===== src/rtl/vec_replay_buffer_pkg.sv =====
// Shared types and helpers for the ping-pong vector replay buffer.
// Holds the per-bank lifecycle encoding and counter-width helpers.
package vec_replay_buffer_pkg;

  localparam int unsigned ElemWidth = 8;

  typedef enum logic [1:0] {
    BANK_EMPTY,
    BANK_FILLING,
    BANK_FULL,
    BANK_REPLAYING
  } bank_state_e;

  // Width for a counter over n values; never zero, so a single-value range still gets one bit.
  function automatic int unsigned cnt_width(input int unsigned n);
    return (n > 1) ? $clog2(n) : 1;
  endfunction

  function automatic logic holds_vector(input bank_state_e s);
    return (s == BANK_FULL) || (s == BANK_REPLAYING);
  endfunction

endpackage


===== src/rtl/vec_replay_buffer_chunk_bank_ram.sv =====
// Simple dual-port chunk store: one synchronous write port, one registered read port.
// Address is {bank, chunk}; the read register gives the buffer its one-cycle latency.
module vec_replay_buffer_chunk_bank_ram #(
  parameter int AddrW = 2,
  parameter int DataW = 24
) (
  input  logic             clk,
  input  logic             rst_n,
  input  logic             wr_en,
  input  logic [AddrW-1:0] wr_addr,
  input  logic [DataW-1:0] wr_data,
  input  logic             rd_en,
  input  logic [AddrW-1:0] rd_addr,
  output logic [DataW-1:0] rd_data
);

  localparam int Depth = 1 << AddrW;

  logic [DataW-1:0] mem [Depth];

  // NOTE: storage has no reset; the bank full flags decide what is valid, so clearing it buys nothing.
  always_ff @(posedge clk) begin
    if (wr_en) begin
      mem[wr_addr] <= wr_data;
    end
  end

  // Output register resets to zero and holds its value when no read is issued.
  always_ff @(posedge clk or negedge rst_n) begin
    if (!rst_n) begin
      rd_data <= '0;
    end else if (rd_en) begin
      rd_data <= mem[rd_addr];
    end
  end

endmodule


===== src/rtl/vec_replay_buffer.sv =====
// Ping-pong input-vector store feeding the matrix-vector stage: one bank is filled
// chunk by chunk while the other is replayed OutVecLength times on request.
module vec_replay_buffer
  import vec_replay_buffer_pkg::*;
#(
  parameter int InVecLength  = 6,
  parameter int OutVecLength = 2,
  parameter int WorkingRegs  = 3
) (
  input  logic                                         clk_in,
  input  logic                                         rst_in,
  input  logic                                         wr_valid,
  input  logic signed [WorkingRegs-1:0][ElemWidth-1:0] wr_data,
  output logic                                         wr_ready,
  output logic                                         vec_ready,
  input  logic                                         rd_req,
  output logic signed [WorkingRegs-1:0][ElemWidth-1:0] rd_data,
  output logic                                         rd_data_valid,
  output logic                                         err_underflow
);

  localparam int ChunksPerVec = InVecLength / WorkingRegs;
  localparam int ReadsPerVec  = ChunksPerVec * OutVecLength;
  localparam int ChunkW       = int'(cnt_width(ChunksPerVec));
  localparam int PassW        = int'(cnt_width(OutVecLength));
  localparam int AddrW        = ChunkW + 1;
  localparam int DataW        = WorkingRegs * ElemWidth;

  localparam logic [ChunkW-1:0] ChunkLast = ChunkW'(ChunksPerVec - 1);
  localparam logic [PassW-1:0]  PassLast  = PassW'(OutVecLength - 1);

  bank_state_e       bank_state    [2];
  bank_state_e       bank_state_nx [2];
  logic [1:0]        full;

  logic              wr_bank;
  logic [ChunkW-1:0] wr_chunk;
  logic              rd_bank;
  logic [ChunkW-1:0] rd_chunk;
  logic [PassW-1:0]  rd_pass;

  logic              wr_fire;
  logic              wr_last;
  logic              rd_fire;
  logic              rd_last;
  logic [1:0]        wr_hit;
  logic [1:0]        rd_hit;

  assign wr_fire = wr_valid && wr_ready;
  assign rd_fire = rd_req && vec_ready;
  assign wr_last = (wr_chunk == ChunkLast);
  assign rd_last = (rd_chunk == ChunkLast) && (rd_pass == PassLast);

  // Write and read can never hit the same bank in one cycle: one needs it empty, the other full.
  assign wr_hit = wr_fire ? (wr_bank ? 2'b10 : 2'b01) : 2'b00;
  assign rd_hit = rd_fire ? (rd_bank ? 2'b10 : 2'b01) : 2'b00;

  // Per-bank lifecycle: state register.
  // NOTE: every clocked block uses non-blocking assignments so all registers update from pre-edge values.
  always_ff @(posedge clk_in or negedge rst_in) begin
    if (!rst_in) begin
      bank_state[0] <= BANK_EMPTY;
      bank_state[1] <= BANK_EMPTY;
    end else begin
      bank_state <= bank_state_nx;
    end
  end

  // Per-bank lifecycle: next-state logic.
  // NOTE: defaulting to the current state first keeps this block free of inferred latches.
  always_comb begin
    bank_state_nx = bank_state;
    for (int b = 0; b < 2; b++) begin
      unique case (bank_state[b])
        BANK_EMPTY:
          if (wr_hit[b]) bank_state_nx[b] = wr_last ? BANK_FULL : BANK_FILLING;
        BANK_FILLING:
          if (wr_hit[b] && wr_last) bank_state_nx[b] = BANK_FULL;
        BANK_FULL:
          if (rd_hit[b]) bank_state_nx[b] = rd_last ? BANK_EMPTY : BANK_REPLAYING;
        BANK_REPLAYING:
          if (rd_hit[b] && rd_last) bank_state_nx[b] = BANK_EMPTY;
        default:
          bank_state_nx[b] = BANK_EMPTY;
      endcase
    end
  end

  // Per-bank lifecycle: outputs. Handshakes look only at registered state, so a
  // bank released this cycle is writable from the next one.
  always_comb begin
    full[0] = holds_vector(bank_state[0]);
    full[1] = holds_vector(bank_state[1]);
  end

  assign wr_ready  = !full[wr_bank];
  assign vec_ready = full[rd_bank];

  always_ff @(posedge clk_in or negedge rst_in) begin
    if (!rst_in) begin
      wr_bank  <= 1'b0;
      wr_chunk <= '0;
    end else if (wr_fire) begin
      if (wr_last) begin
        wr_chunk <= '0;
        wr_bank  <= ~wr_bank;
      end else begin
        wr_chunk <= wr_chunk + ChunkW'(1);
      end
    end
  end

  // Read cursor walks chunks within a pass, then passes within the vector.
  always_ff @(posedge clk_in or negedge rst_in) begin
    if (!rst_in) begin
      rd_bank  <= 1'b0;
      rd_chunk <= '0;
      rd_pass  <= '0;
    end else if (rd_fire) begin
      if (rd_chunk == ChunkLast) begin
        rd_chunk <= '0;
        if (rd_pass == PassLast) begin
          rd_pass <= '0;
          rd_bank <= ~rd_bank;
        end else begin
          rd_pass <= rd_pass + PassW'(1);
        end
      end else begin
        rd_chunk <= rd_chunk + ChunkW'(1);
      end
    end
  end

  always_ff @(posedge clk_in or negedge rst_in) begin
    if (!rst_in) begin
      rd_data_valid <= 1'b0;
      err_underflow <= 1'b0;
    end else begin
      rd_data_valid <= rd_fire;
      if (rd_req && !vec_ready) begin
        err_underflow <= 1'b1;
      end
    end
  end

  vec_replay_buffer_chunk_bank_ram #(
    .AddrW (AddrW),
    .DataW (DataW)
  ) u_ram (
    .clk     (clk_in),
    .rst_n   (rst_in),
    .wr_en   (wr_fire),
    .wr_addr ({wr_bank, wr_chunk}),
    .wr_data (wr_data),
    .rd_en   (rd_fire),
    .rd_addr ({rd_bank, rd_chunk}),
    .rd_data (rd_data)
  );

endmodule


===== config.mk =====
export PLATFORM = sky130hd
export DESIGN_NAME = vec_replay_buffer
export DESIGN_NICKNAME = d
export VERILOG_FILES = /design/src/rtl/vec_replay_buffer_pkg.sv /design/src/rtl/vec_replay_buffer_chunk_bank_ram.sv /design/src/rtl/vec_replay_buffer.sv
export SDC_FILE = /design/constraint.sdc
export NUM_CORES = 1
export LEC_CHECK = 0
export ABC_CLOCK_PERIOD_IN_PS = 4400
export BUFFER_PORTS_ARGS = -buffer_cell sky130_fd_sc_hd__buf_2
export CORE_MARGIN = 2
export CORE_UTILIZATION = 45
export DETAILED_ROUTE_END_ITERATION = 8
export MAX_ROUTING_LAYER = met4
export PLACE_DENSITY = 0.75
export SLEW_MARGIN = 20
export SYNTH_ARGS = -nofsm -noshare
export SYNTH_HDL_FRONTEND = slang
export SYNTH_SLANG_ARGS = --single-unit

===== constraint.sdc =====
create_clock -name clk_in -period 4.4 [get_ports clk_in]
set_input_delay 0.88 -clock clk_in [delete_from_list [all_inputs] [get_ports clk_in]]
set_output_delay 0.88 -clock clk_in [all_outputs]
set_load 0.01 [all_outputs]

==> qor.csv, run 1 <==
stage,metric,value,unit
synth,yosys_most_used_dff,sky130_fd_sc_hd__edfxtp_1,
grt,initial_antenna_violation_count,0,
sta,fin_tns_setup,0,ns
power_and_ir_drop,post-layout-total-power,4.01,mW
clocking,cts_inserted_buffers,17,
synth,synth.lib_cells_used.distinct,29,
setup_path,cp_slowest_cell,sky130_fd_sc_hd__dfrtp_1,
drt,wirelength_met1,3830,um
sta,grt_setup_unrepaired,no,
floorplan,initial_core_util,46.7,%
drt,drt_pass1_iterations,5,
clocking,clk_transition_reported_paths,0.06,ns
sta,setup-violations-final,0,
place,dp_hpwl,5040,um
setup_path,path_depth,2,
setup_path,r2r.worst_path.cells,4,
clocking,number_of_buffers_inserted_for_hold_repair_after_clock_tree_synthesis,0,
sta,min_period_over_period,53.3,%
place,port_buffers,55,
synth,synth_cells,270,
sta,timing_worst_slew_pin_value,0.932,ns
drt,met2_length,4560,um
setup_path,critical_path.max_fanout,8,
grt,grt_max_degree,34,
synth,avgSynthCellArea,18.0,um^2
synth,ys_top_cells_by_area,"sky130_fd_sc_hd__edfxtp_1 (59%), sky130_fd_sc_hd__dfrtp_1 (17%), sky130_fd_sc_hd__mux2i_1 (10%), sky130_fd_sc_hd__o22ai_1 (3.1%), sky130_fd_sc_hd__a21o_1 (2.8%)",
worst_hold_path,min-delay-path-class,in2async,
floorplan,placeableCoreArea,0.0104,mm^2
grt,grt_use_total,17.3,%
setup_path,required_time_of_the_critical_path,3.52,ns
layout,antenna_cells,0,
synth,seq_area_frac_synth,76.3,%
setup_path,startpoint,bank_state[3]$_DFFE_PN0P_,
layout,flow.area_growth_from_synthesis,19.4,%
setup_path,end_kind,output pin,
sta,timing.max_slew.rel_slack,37.9,%
synth,most_numerous_cell_types_in_the_synthesized_netlist,"sky130_fd_sc_hd__edfxtp_1 (96), sky130_fd_sc_hd__mux2i_1 (49), sky130_fd_sc_hd__dfrtp_1 (33)",
layout,sequential_cell_area,0.00371,mm^2
clocking,post_cts_setup_bufs,0,
clocking,cts_repair_resize_count,0,
setup_path,slowest_delay,0.47,ns
grt,via_count_of_the_first_global_routing_pass,2732,
grt,grt_pass1_wl,14100,um
setup_path,cp_cell_sequence,"mux2_4, buf_2",
sta,final_hold_viol_count,0,
synth,synthDominantCellAreaShare,59.3,%
drt,met3_length,468,um
synth,synthArstFlopShare,25.6,%
clocking,clock_latency,0.51,ns
power_and_ir_drop,maximum_resistive_drop_on_vdd,0.000321,V
synth,synth_area,0.00486,mm^2
layout,drive_gt1_share,29.9,%
sta,clock.fmax,0.426,GHz
power_and_ir_drop,cellLeakagePower,2.41,nW
setup_path,start_kind,flip-flop,
drt,route.detailed.drc,0,
clocking,clock_sink_count,129,
grt,grt_overflow,0,
setup_path,crit_family,flip-flops,
floorplan,core.rowCount,37,
drt,total_wirelength_of_the_detailed_routed_design,8890,um
synth,synthesis.yosys.warnings,0,
clocking,clk_root_buf,sky130_fd_sc_hd__clkbuf_8,
synth,synth.most_common_cell,sky130_fd_sc_hd__edfxtp_1,
setup_path,crit_path_end,vec_ready,
layout,layout_net_count,363,
floorplan,top_level_ports,56,
floorplan,design.die.area,0.0117,mm^2
drt,wl_per_cell,18.4,um
setup_path,setup.reg_to_reg.worst_slack,2.26,ns
setup_path,arrival_time_reported_for_the_critical_path_endpoint,1.47,ns
layout,multi_input_gate_area,0.00103,mm^2
synth,synth-edff-count,96,
setup_path,worstPathBufferInverterCount,1,
drt,vias,2530,
clocking,cts_htree_levels,4,
run,maxCapViolCount,0,
setup_path,crit-reg2reg-launch,rd_chunk$_DFFE_PN0N_,
synth,yosysTopAreaCell,sky130_fd_sc_hd__edfxtp_1,
clocking,clock_tree_from_tritoncts,yes,
place,gpl.final_weighted_congestion,0.729,
layout,final_core_util,55.8,%
synth,syn-num-nets,298,
setup_path,rr_endpoint,u_ram.rd_data[11]$_DFFE_PN0N_,
drt,ant_nets,0,
layout,fillCellCount,794,
sta,fin_crit,2.35,ns
floorplan,die_width,108,um
sta,clock_skew,0.00854,ns
synth,ys_seq_elements,129,
sta,number_of_pins_exceeding_their_max_slew_limit_in_the_final_report,0,
drt,uppermost_layer_routed,met4,
drt,drt_iter0_markers,163,
power_and_ir_drop,power_density,691,mW/mm^2
clocking,cts_buffer_depth,2,
drt,route.detailed.vias_per_inst,5.23,
outcome,outcome,"finished, final reports clean",
setup_path,worst_setup_path_class,reg2out,
floorplan,die_h,108,um
placed cells by master (no fill, tap or decap), types with 2 or more instances in the layout:
cell,Yosys,final
sky130_fd_sc_hd__a21o_2,6,6
sky130_fd_sc_hd__a21o_1,18,18
sky130_fd_sc_hd__clkbuf_8,2,2
sky130_fd_sc_hd__xnor2_1,3,3
sky130_fd_sc_hd__clkinv_4,0,5
sky130_fd_sc_hd__clkbuf_1,0,2
sky130_fd_sc_hd__buf_2,2,55
sky130_fd_sc_hd__nand3_1,2,2
sky130_fd_sc_hd__nand2_1,2,2
sky130_fd_sc_hd__o21ai_0,2,2
sky130_fd_sc_hd__inv_1,3,3
sky130_fd_sc_hd__clkbuf_16,0,16
sky130_fd_sc_hd__nor2_1,3,3
sky130_fd_sc_hd__o22ai_1,24,24
sky130_fd_sc_hd__mux2i_1,49,49
sky130_fd_sc_hd__bufinv_16,0,2
sky130_fd_sc_hd__nand2b_1,3,3
sky130_fd_sc_hd__edfxtp_1,96,96
sky130_fd_sc_hd__clkinv_2,0,3
sky130_fd_sc_hd__buf_4,6,5
sky130_fd_sc_hd__dfrtp_1,33,32
sequential cells by signal (all words and copies together), names as in the netlist:
signal / cells
u_ram.mem: 96
u_ram.rd_data: 24
bank_state: 2
err_underflow: 1
rd_bank: 1
rd_chunk: 1
rd_data_valid: 1
rd_pass: 1
wr_bank: 1
wr_chunk: 1
metal layers:
layer / track usage [%] / up-vias
met1: 20.5 / 1276
met4: 7.42 / 0
met5: - / -
met3: 4.94 / 2
li1: - / 1180
met2: 27.7 / 72
power breakdown:
| group | switching (mW) | total (mW) | internal, mW | leakage [nW] |
|---|---|---|---|---|
| clock | 0.505 | 1.33 | 0.823 | 0.279 |
| combinational | 0.473 | 0.910 | 0.437 | 0.861 |
| sequential | 0.197 | 1.78 | 1.58 | 1.27 |
| total | 1.17 | 4.01 | 2.84 | 2.41 |
area by class of cell:
class | instances | share of cell area (%)
clock buffers | 20 | 7.50
repair buffers | 60 | 5.39
flip-flops and latches | 129 | 63.9
well taps | 136 | 2.93
multi-input cells | 124 | 17.8
clock inverters | 12 | 2.33
inverters | 3 | 0.194
cell families (layout without fill, tap and decap cells):
family	Yosys count	after routing	synth area share, %
AOI/OAI and AO/OA	53	53	7.62
xor gates and xnor gates	3	3	0.540
buffers and inverters	17	95	2.86
DFF	129	129	76.3
muxes	50	50	10.4
and+or+nand+nor	18	18	2.34
worst min path at each step:
stage                                    end                     startpoint  slack, ns
6_report        u_ram.rd_data[9]$_DFFE_PN0N_                         rst_in       0.46
4_1_cts        u_ram.rd_data[21]$_DFFE_PN0N_  u_ram.rd_data[21]$_DFFE_PN0N_       0.47
3_5_place_dp   u_ram.rd_data[21]$_DFFE_PN0N_  u_ram.rd_data[21]$_DFFE_PN0N_       0.46
3_3_place_gp   u_ram.rd_data[12]$_DFFE_PN0N_  u_ram.rd_data[12]$_DFFE_PN0N_       0.46
5_1_grt        u_ram.rd_data[10]$_DFFE_PN0N_  u_ram.rd_data[10]$_DFFE_PN0N_       0.49
2_1_floorplan            rd_pass$_DFFE_PN0P_            rd_pass$_DFFE_PN0P_       0.49
worst reg2reg max path: cells and delay by family (launching register included):
family / cells / cell delay (ns)
flip-flops: 1 / 0.98
buffers and inverters: 1 / 0.49
AO/OA/AOI/OAI: 2 / 0.31
multiplexers: 1 / 0.27
per-stage QoR:
stage          instance area [um^2]  hold slack [ns]  worst slack, ns  std cells
3_3_place_gp                   5230            0.456             1.76        452
6_report                       5810            0.464             2.05        484
3_5_place_dp                   5230            0.461             1.72        452
4_1_cts                        5800            0.475             2.03        484
5_1_grt                        5810            0.488             1.98        484
2_1_floorplan                  4860            0.487             1.17        270
(Power assumes the default switching activity.)
==> run 2: changes to the inputs <==
--- a/config.mk
+++ b/config.mk
@@ -5,7 +5,7 @@
 export SDC_FILE = /design/constraint.sdc
 export NUM_CORES = 1
 export LEC_CHECK = 0
-export ABC_CLOCK_PERIOD_IN_PS = 4400
+export ABC_CLOCK_PERIOD_IN_PS = 2400
 export BUFFER_PORTS_ARGS = -buffer_cell sky130_fd_sc_hd__buf_2
 export CORE_MARGIN = 2
 export CORE_UTILIZATION = 45
==> constraint.sdc (replaced) <==
create_clock -name clk_in -period 2.4 [get_ports clk_in]
set_input_delay 0.48 -clock clk_in [delete_from_list [all_inputs] [get_ports clk_in]]
set_output_delay 0.48 -clock clk_in [all_outputs]
set_load 0.01 [all_outputs]
==> run 2 against run 1 <==
  * Worst hold slack lost 0.41 ns
  * Highest routed layer unchanged
  * Count of clock-buffer cells in the layout shrank 1
  * Clock skew grew 0.0035 ns
==> qor.csv, run 2 (synthesized netlist as in run 1, its figures left out) <==
stage,metric,value,unit
worst_hold_path,min-delay-path-class,in2async,
clocking,clock_latency,0.52,ns
drt,drt_pass1_iterations,4,
layout,flow.area_growth_from_synthesis,20.9,%
grt,via_count_of_the_first_global_routing_pass,2619,
setup_path,rr_endpoint,u_ram.rd_data[0]$_DFFE_PN0N_,
setup_path,critical_path.max_fanout,8,
sta,timing_worst_slew_pin_value,0.808,ns
setup_path,crit_family,flip-flops,
power_and_ir_drop,power_density,1280,mW/mm^2
drt,ant_nets,0,
floorplan,design.die.area,0.0117,mm^2
drt,wl_per_cell,18.2,um
drt,total_wirelength_of_the_detailed_routed_design,8840,um
grt,grt_pass1_wl,13800,um
layout,antenna_cells,0,
setup_path,cp_slowest_cell,sky130_fd_sc_hd__dfrtp_1,
sta,setup_ws,0.383,ns
setup_path,r2r.worst_path.cells,3,
layout,fillCellCount,804,
sta,number_of_pins_exceeding_their_max_slew_limit_in_the_final_report,0,
setup_path,arrival_time_reported_for_the_critical_path_endpoint,1.54,ns
grt,grt_overflow,0,
power_and_ir_drop,post-layout-total-power,7.54,mW
floorplan,placeableCoreArea,0.0104,mm^2
place,gpl.final_weighted_congestion,0.695,
sta,clock.fmax,0.496,GHz
layout,layout_commonest_cell,sky130_fd_sc_hd__edfxtp_1,
clocking,post_cts_setup_bufs,0,
setup_path,worstPathBufferInverterCount,1,
floorplan,top_level_ports,56,
setup_path,cp_cell_sequence,"mux2_4, buf_2",
setup_path,required_time_of_the_critical_path,1.92,ns
floorplan,initial_core_util,46.7,%
clocking,clock_tree_from_tritoncts,yes,
grt,grt_max_degree,34,
sta,clock_skew,0.0121,ns
floorplan,die_width,108,um
sta,fin_tns_setup,0,ns
clocking,clk_root_buf,sky130_fd_sc_hd__clkbuf_8,
power_and_ir_drop,maximum_resistive_drop_on_vdd,0.000562,V
layout,mostFrequentLayoutCells,"sky130_fd_sc_hd__edfxtp_1 (96), sky130_fd_sc_hd__buf_2 (55), sky130_fd_sc_hd__mux2i_1 (49)",
sta,final_hold_viol_count,0,
clocking,clock_sink_count,129,
drt,vias,2548,
layout,largest_reg_flops,96,
layout,drive_gt1_share,30.7,%
clocking,cts_buffer_depth,2,
place,detailedPlace.worstSlack,0.620,ns
floorplan,die_h,108,um
setup_path,end_kind,output pin,
layout,register_containing_the_most_flip_flops_in_the_final_layout,u_ram.mem,
clocking,number_of_buffers_inserted_for_hold_repair_after_clock_tree_synthesis,0,
drt,route.detailed.drc,0,
setup_path,setup.reg_to_reg.worst_slack,0.70,ns
sta,fin_crit,2.02,ns
floorplan,core.rowCount,37,
grt,grt_use_total,17.2,%
place,dp_hpwl,5050,um
setup_path,start_kind,flip-flop,
sta,timing.max_slew.rel_slack,46.1,%
clocking,cts_inserted_buffers,17,
clocking,clk_transition_reported_paths,0.06,ns
setup_path,slowest_delay,0.51,ns
run,maxCapViolCount,0,
grt,initial_antenna_violation_count,0,
layout,layout_net_count,364,
sta,grt_setup_unrepaired,no,
drt,route.detailed.vias_per_inst,5.25,
setup_path,crit-reg2reg-launch,bank_state[3]$_DFFE_PN0P_,
power_and_ir_drop,cellLeakagePower,2.44,nW
drt,drt_iter0_markers,126,
outcome,outcome,"finished, final reports clean",
layout,largest_registers,"u_ram.mem: 96 flops, u_ram.rd_data: 24 flops, bank_state: 2 flops",
sta,setup-violations-final,0,
setup_path,worst_setup_path_class,reg2out,
clocking,cts_htree_levels,4,
clocking,cts_repair_resize_count,0,
place,port_buffers,55,
sta,min_period_over_period,84.0,%
[run 2: cell types whose count changed in the layout (fill, tap and decap cells not counted), moves of 2 or more]
cell	change
sky130_fd_sc_hd__buf_12	+2
sky130_fd_sc_hd__clkbuf_1	-2
sky130_fd_sc_hd__clkinv_4	-2
sky130_fd_sc_hd__clkinvlp_4	+3
[run 2: cell type report]
cell class	count	area (um^2)	area share, %
clock buffer	19	442	7.51
clock inverter	13	161	2.74
sequential	129	3710	63.1
tap	136	170	2.89
inverter	3	11.3	0.191
timing repair buffer	61	345	5.87
multi-input combinational	124	1040	17.7
[run 2: stage by stage]
step / std cells / utilization, % / hold slack, ns / area [um^2]
after floorplan: 270 / - / 0.184 / 4870
after global placement: 453 / 50.7 / 0.452 / 5280
after detailed placement: 453 / 50.7 / 0.463 / 5280
after CTS: 485 / 56.5 / 0.0625 / 5880
after global routing: 485 / 56.5 / 0.117 / 5880
final: 485 / 56.5 / 0.0558 / 5880
[run 2: how the worst max path moves through the flow]
stage | slack, ns | start | cells after the start | to
after detailed placement | 0.62 | rd_req | 4 | u_ram.rd_data[18]$_DFFE_PN0N_
final | 0.38 | bank_state[3]$_DFFE_PN0P_ | 2 | vec_ready
after global routing | 0.33 | bank_state[3]$_DFFE_PN0P_ | 2 | vec_ready
after global placement | 0.65 | rd_req | 4 | u_ram.rd_data[16]$_DFFE_PN0N_
after CTS | 0.35 | bank_state[3]$_DFFE_PN0P_ | 2 | vec_ready
after floorplan | 0.24 | wr_valid | 2 | u_ram.mem[2][0]$_DFFE_PP_
[run 2: worst register-to-register path: stages (launching register included)]
cell                       delay [ns]
sky130_fd_sc_hd__dfrtp_1         0.58
sky130_fd_sc_hd__nand3b_2        0.58
sky130_fd_sc_hd__o22ai_1         0.36
sky130_fd_sc_hd__a21o_1          0.12
[run 2: where the power goes]
group	total, mW	internal (mW)	switching (mW)
Clock	2.54	1.63	0.903
Sequential	3.23	2.90	0.336
Combinational	1.78	0.847	0.930
[run 2: metal layers]
metal | routed length (um) | up-vias | track usage, %
met3 | 485 | 2 | 5.73
met4 | 53 | 0 | 7.51
met5 | 0 | - | -
li1 | - | 1182 | -
met1 | 3630 | 1288 | 19.7
met2 | 4680 | 76 | 27.9
==> run 3: changes to the inputs <==
--- a/config.mk
+++ b/config.mk
@@ -5,13 +5,13 @@
 export SDC_FILE = /design/constraint.sdc
 export NUM_CORES = 1
 export LEC_CHECK = 0
-export ABC_CLOCK_PERIOD_IN_PS = 2400
+export ABC_CLOCK_PERIOD_IN_PS = 1600
 export BUFFER_PORTS_ARGS = -buffer_cell sky130_fd_sc_hd__buf_2
 export CORE_MARGIN = 2
 export CORE_UTILIZATION = 45
 export DETAILED_ROUTE_END_ITERATION = 8
 export MAX_ROUTING_LAYER = met4
-export PLACE_DENSITY = 0.75
+export PLACE_DENSITY = 0.78
 export SLEW_MARGIN = 20
 export SYNTH_ARGS = -nofsm -noshare
 export SYNTH_HDL_FRONTEND = slang
==> constraint.sdc (replaced) <==
create_clock -name clk_in -period 1.6 [get_ports clk_in]
set_input_delay 0.32 -clock clk_in [delete_from_list [all_inputs] [get_ports clk_in]]
set_output_delay 0.32 -clock clk_in [all_outputs]
set_load 0.01 [all_outputs]
==> run 3 against run 2 <==
  * The run now ends with setup timing left
  * Clock skew fell by 0.0064 ns
  * Via count rose by 6.9%
  * Flip-flop and latch count did not move
  * Utilization rose by 4.0 points
  * Sequential power rose by 46%
  * Largest cell class unchanged
==> qor.csv, run 3 (synthesized netlist as in run 1, its figures left out) <==
stage,metric,value,unit
sta,min_period_over_period,106,%
sta,grt_setup_unrepaired,yes,
power_and_ir_drop,cellLeakagePower,2.62,nW
grt,via_count_of_the_first_global_routing_pass,2808,
sta,setup_ws,-0.0913,ns
drt,wl_per_cell,18.3,um
sta,fin_crit,1.69,ns
grt,grt_max_degree,33,
clocking,clk_transition_reported_paths,0.06,ns
clocking,cts_htree_levels,4,
floorplan,die_h,108,um
grt,initial_antenna_violation_count,1,
sta,number_of_pins_exceeding_their_max_slew_limit_in_the_final_report,0,
setup_path,worst_setup_path_class,reg2out,
layout,mostFrequentLayoutCells,"sky130_fd_sc_hd__edfxtp_1 (96), sky130_fd_sc_hd__buf_2 (54), sky130_fd_sc_hd__mux2i_1 (48)",
sta,clock.fmax,0.591,GHz
power_and_ir_drop,power_density,1840,mW/mm^2
layout,largest_reg_flops,96,
floorplan,top_level_ports,56,
floorplan,initial_core_util,46.7,%
clocking,clock_latency,0.52,ns
power_and_ir_drop,power.internal,8.09,mW
outcome,violations,setup timing,
power_and_ir_drop,power.sequential.fraction,40.9,%
layout,stdcell_area,0.00630,mm^2
clocking,clk_root_buf,sky130_fd_sc_hd__clkbuf_8,
floorplan,core.rowCount,37,
power_and_ir_drop,power.share.combinational,29.1,%
drt,drt_pass1_iterations,4,
layout,layout_commonest_cell,sky130_fd_sc_hd__edfxtp_1,
layout,register_containing_the_most_flip_flops_in_the_final_layout,u_ram.mem,
clocking,cts_inserted_buffers,17,
setup_path,end_kind,output pin,
grt,grt_use_total,18.0,%
sta,final_hold_viol_count,0,
clocking,clock_sink_count,129,
layout,layout_net_count,402,
sta,timing_worst_slew_pin_value,0.336,ns
setup_path,arrival_time_reported_for_the_critical_path_endpoint,1.37,ns
sta,timing.max_slew.rel_slack,77.6,%
grt,grt_overflow,0,
clocking,cts_buffer_depth,2,
drt,drt_iter0_markers,175,
place,gpl.final_weighted_congestion,0.789,
floorplan,design.die.area,0.0117,mm^2
outcome,outcome,"complete, but fails checks",
setup_path,start_kind,flip-flop,
place,dpl_cell_area,0.00541,mm^2
drt,total_wirelength_of_the_detailed_routed_design,9550,um
floorplan,placeableCoreArea,0.0104,mm^2
power_and_ir_drop,power.switching_fraction,30.1,%
layout,largest_registers,"u_ram.mem: 96 flops, u_ram.rd_data: 24 flops, bank_state: 2 flops",
place,dp_hpwl,5440,um
layout,flow.area_growth_from_synthesis,29.5,%
setup_path,required_time_of_the_critical_path,1.28,ns
power_and_ir_drop,maximum_resistive_drop_on_vdd,0.000752,V
drt,ant_nets,0,
run,maxCapViolCount,0,
place,port_buffers,55,
layout,drive_gt1_share,33.7,%
drt,vias,2723,
worst_hold_path,min-delay-path-class,in2reg,
sta,setup-violations-final,2,
drt,route.detailed.drc,0,
grt,grt_pass1_wl,14600,um
drt,route.detailed.vias_per_inst,5.21,
power_and_ir_drop,net-switching-power,3.49,mW
sta,clock_skew,0.00564,ns
sta,fin_tns_setup,-0.132,ns
power_and_ir_drop,pwr-share-clk,30.0,%
clocking,clock_tree_from_tritoncts,yes,
floorplan,die_width,108,um
setup_path,critical_path.max_fanout,3,
run 3: cell types whose count changed in the layout (fill, tap and decap cells not counted), sizes merged:
cell and delta:
buf +18, bufinv -2, dlygate4sd3 +18, inv +4
clkinv -1, diode +1
run 3: path summary, 6_finish.rpt:
kind                                                    from                            to  slack [ns]  cells past startpoint
worst min-delay path                             wr_data[17]    u_ram.mem[1][17]$_DFFE_PP_        0.02                      1
max in group asynchronous                             rst_in     bank_state[3]$_DFFE_PN0P_        0.87                      3
min in group asynchronous                             rst_in  u_ram.rd_data[7]$_DFFE_PN0N_        0.23                      2
worst max-delay path               bank_state[1]$_DFFE_PN0P_                     vec_ready       -0.09                      2
worst min register to register  u_ram.rd_data[4]$_DFFE_PN0N_  u_ram.rd_data[4]$_DFFE_PN0N_        0.48                      1
worst max register to register     bank_state[1]$_DFFE_PN0P_    u_ram.mem[2][22]$_DFFE_PP_        0.04                      5
run 3: layer usage:
layer / vias up / GRT usage, % / wire length [um]
li1: 1265 / - / -
met4: 0 / 8.61 / 165
met5: - / - / 0
met3: 17 / 5.36 / 556
met2: 93 / 28.7 / 4950
met1: 1348 / 21.0 / 3880
run 3: power by group through the flow:
stage          registers [mW]  clock network, mW  logic [mW]
6_report                 4.73               3.48        3.37
5_1_grt                  4.79               3.68        3.63
2_1_floorplan            4.82                  0        1.97
3_3_place_gp             4.79                  0        2.85
3_5_place_dp             4.82                  0        2.95
4_1_cts                  4.72               3.53        3.31
run 3: through the flow:
stage          power [mW]  cells  hold WS, ns  setup WS, ns  utilization, %
5_1_grt              12.1    523     0.000326        -0.137            60.5
6_report             11.6    523       0.0182       -0.0913            60.5
3_3_place_gp         7.65    461        0.230         0.242            52.0
2_1_floorplan        6.79    270       0.0244       -0.0753               -
3_5_place_dp         7.77    461        0.242         0.184            52.0
4_1_cts              11.6    519      0.00310       -0.0903            59.8
run 3: critical path, stage by stage (launching register included):
cell	delay (ns)
sky130_fd_sc_hd__dfrtp_1	0.43
sky130_fd_sc_hd__mux2_4	0.30
sky130_fd_sc_hd__buf_6	0.12
run 3: repair_timing:
item                                   4_1_cts  5_1_grt
buffers inserted                             9        2
gates resized for setup                      6        0
setup endpoints to repair                    2       50
hold buffers                                18        0
endpoints found under the hold margin       76        0
gates cloned                                 0        2
run 3: layout make-up:
| type | instances | area [um^2] |
|---|---|---|
| well taps | 136 | 170 |
| fillers | 763 | 4120 |
| multi-input cells | 124 | 1060 |
| clock inverters | 14 | 134 |
| clock buffers | 17 | 414 |
| repair buffers | 99 | 796 |
| diodes | 1 | 2.50 |
| flip-flops and latches | 129 | 3710 |
| inverters | 3 | 11.3 |
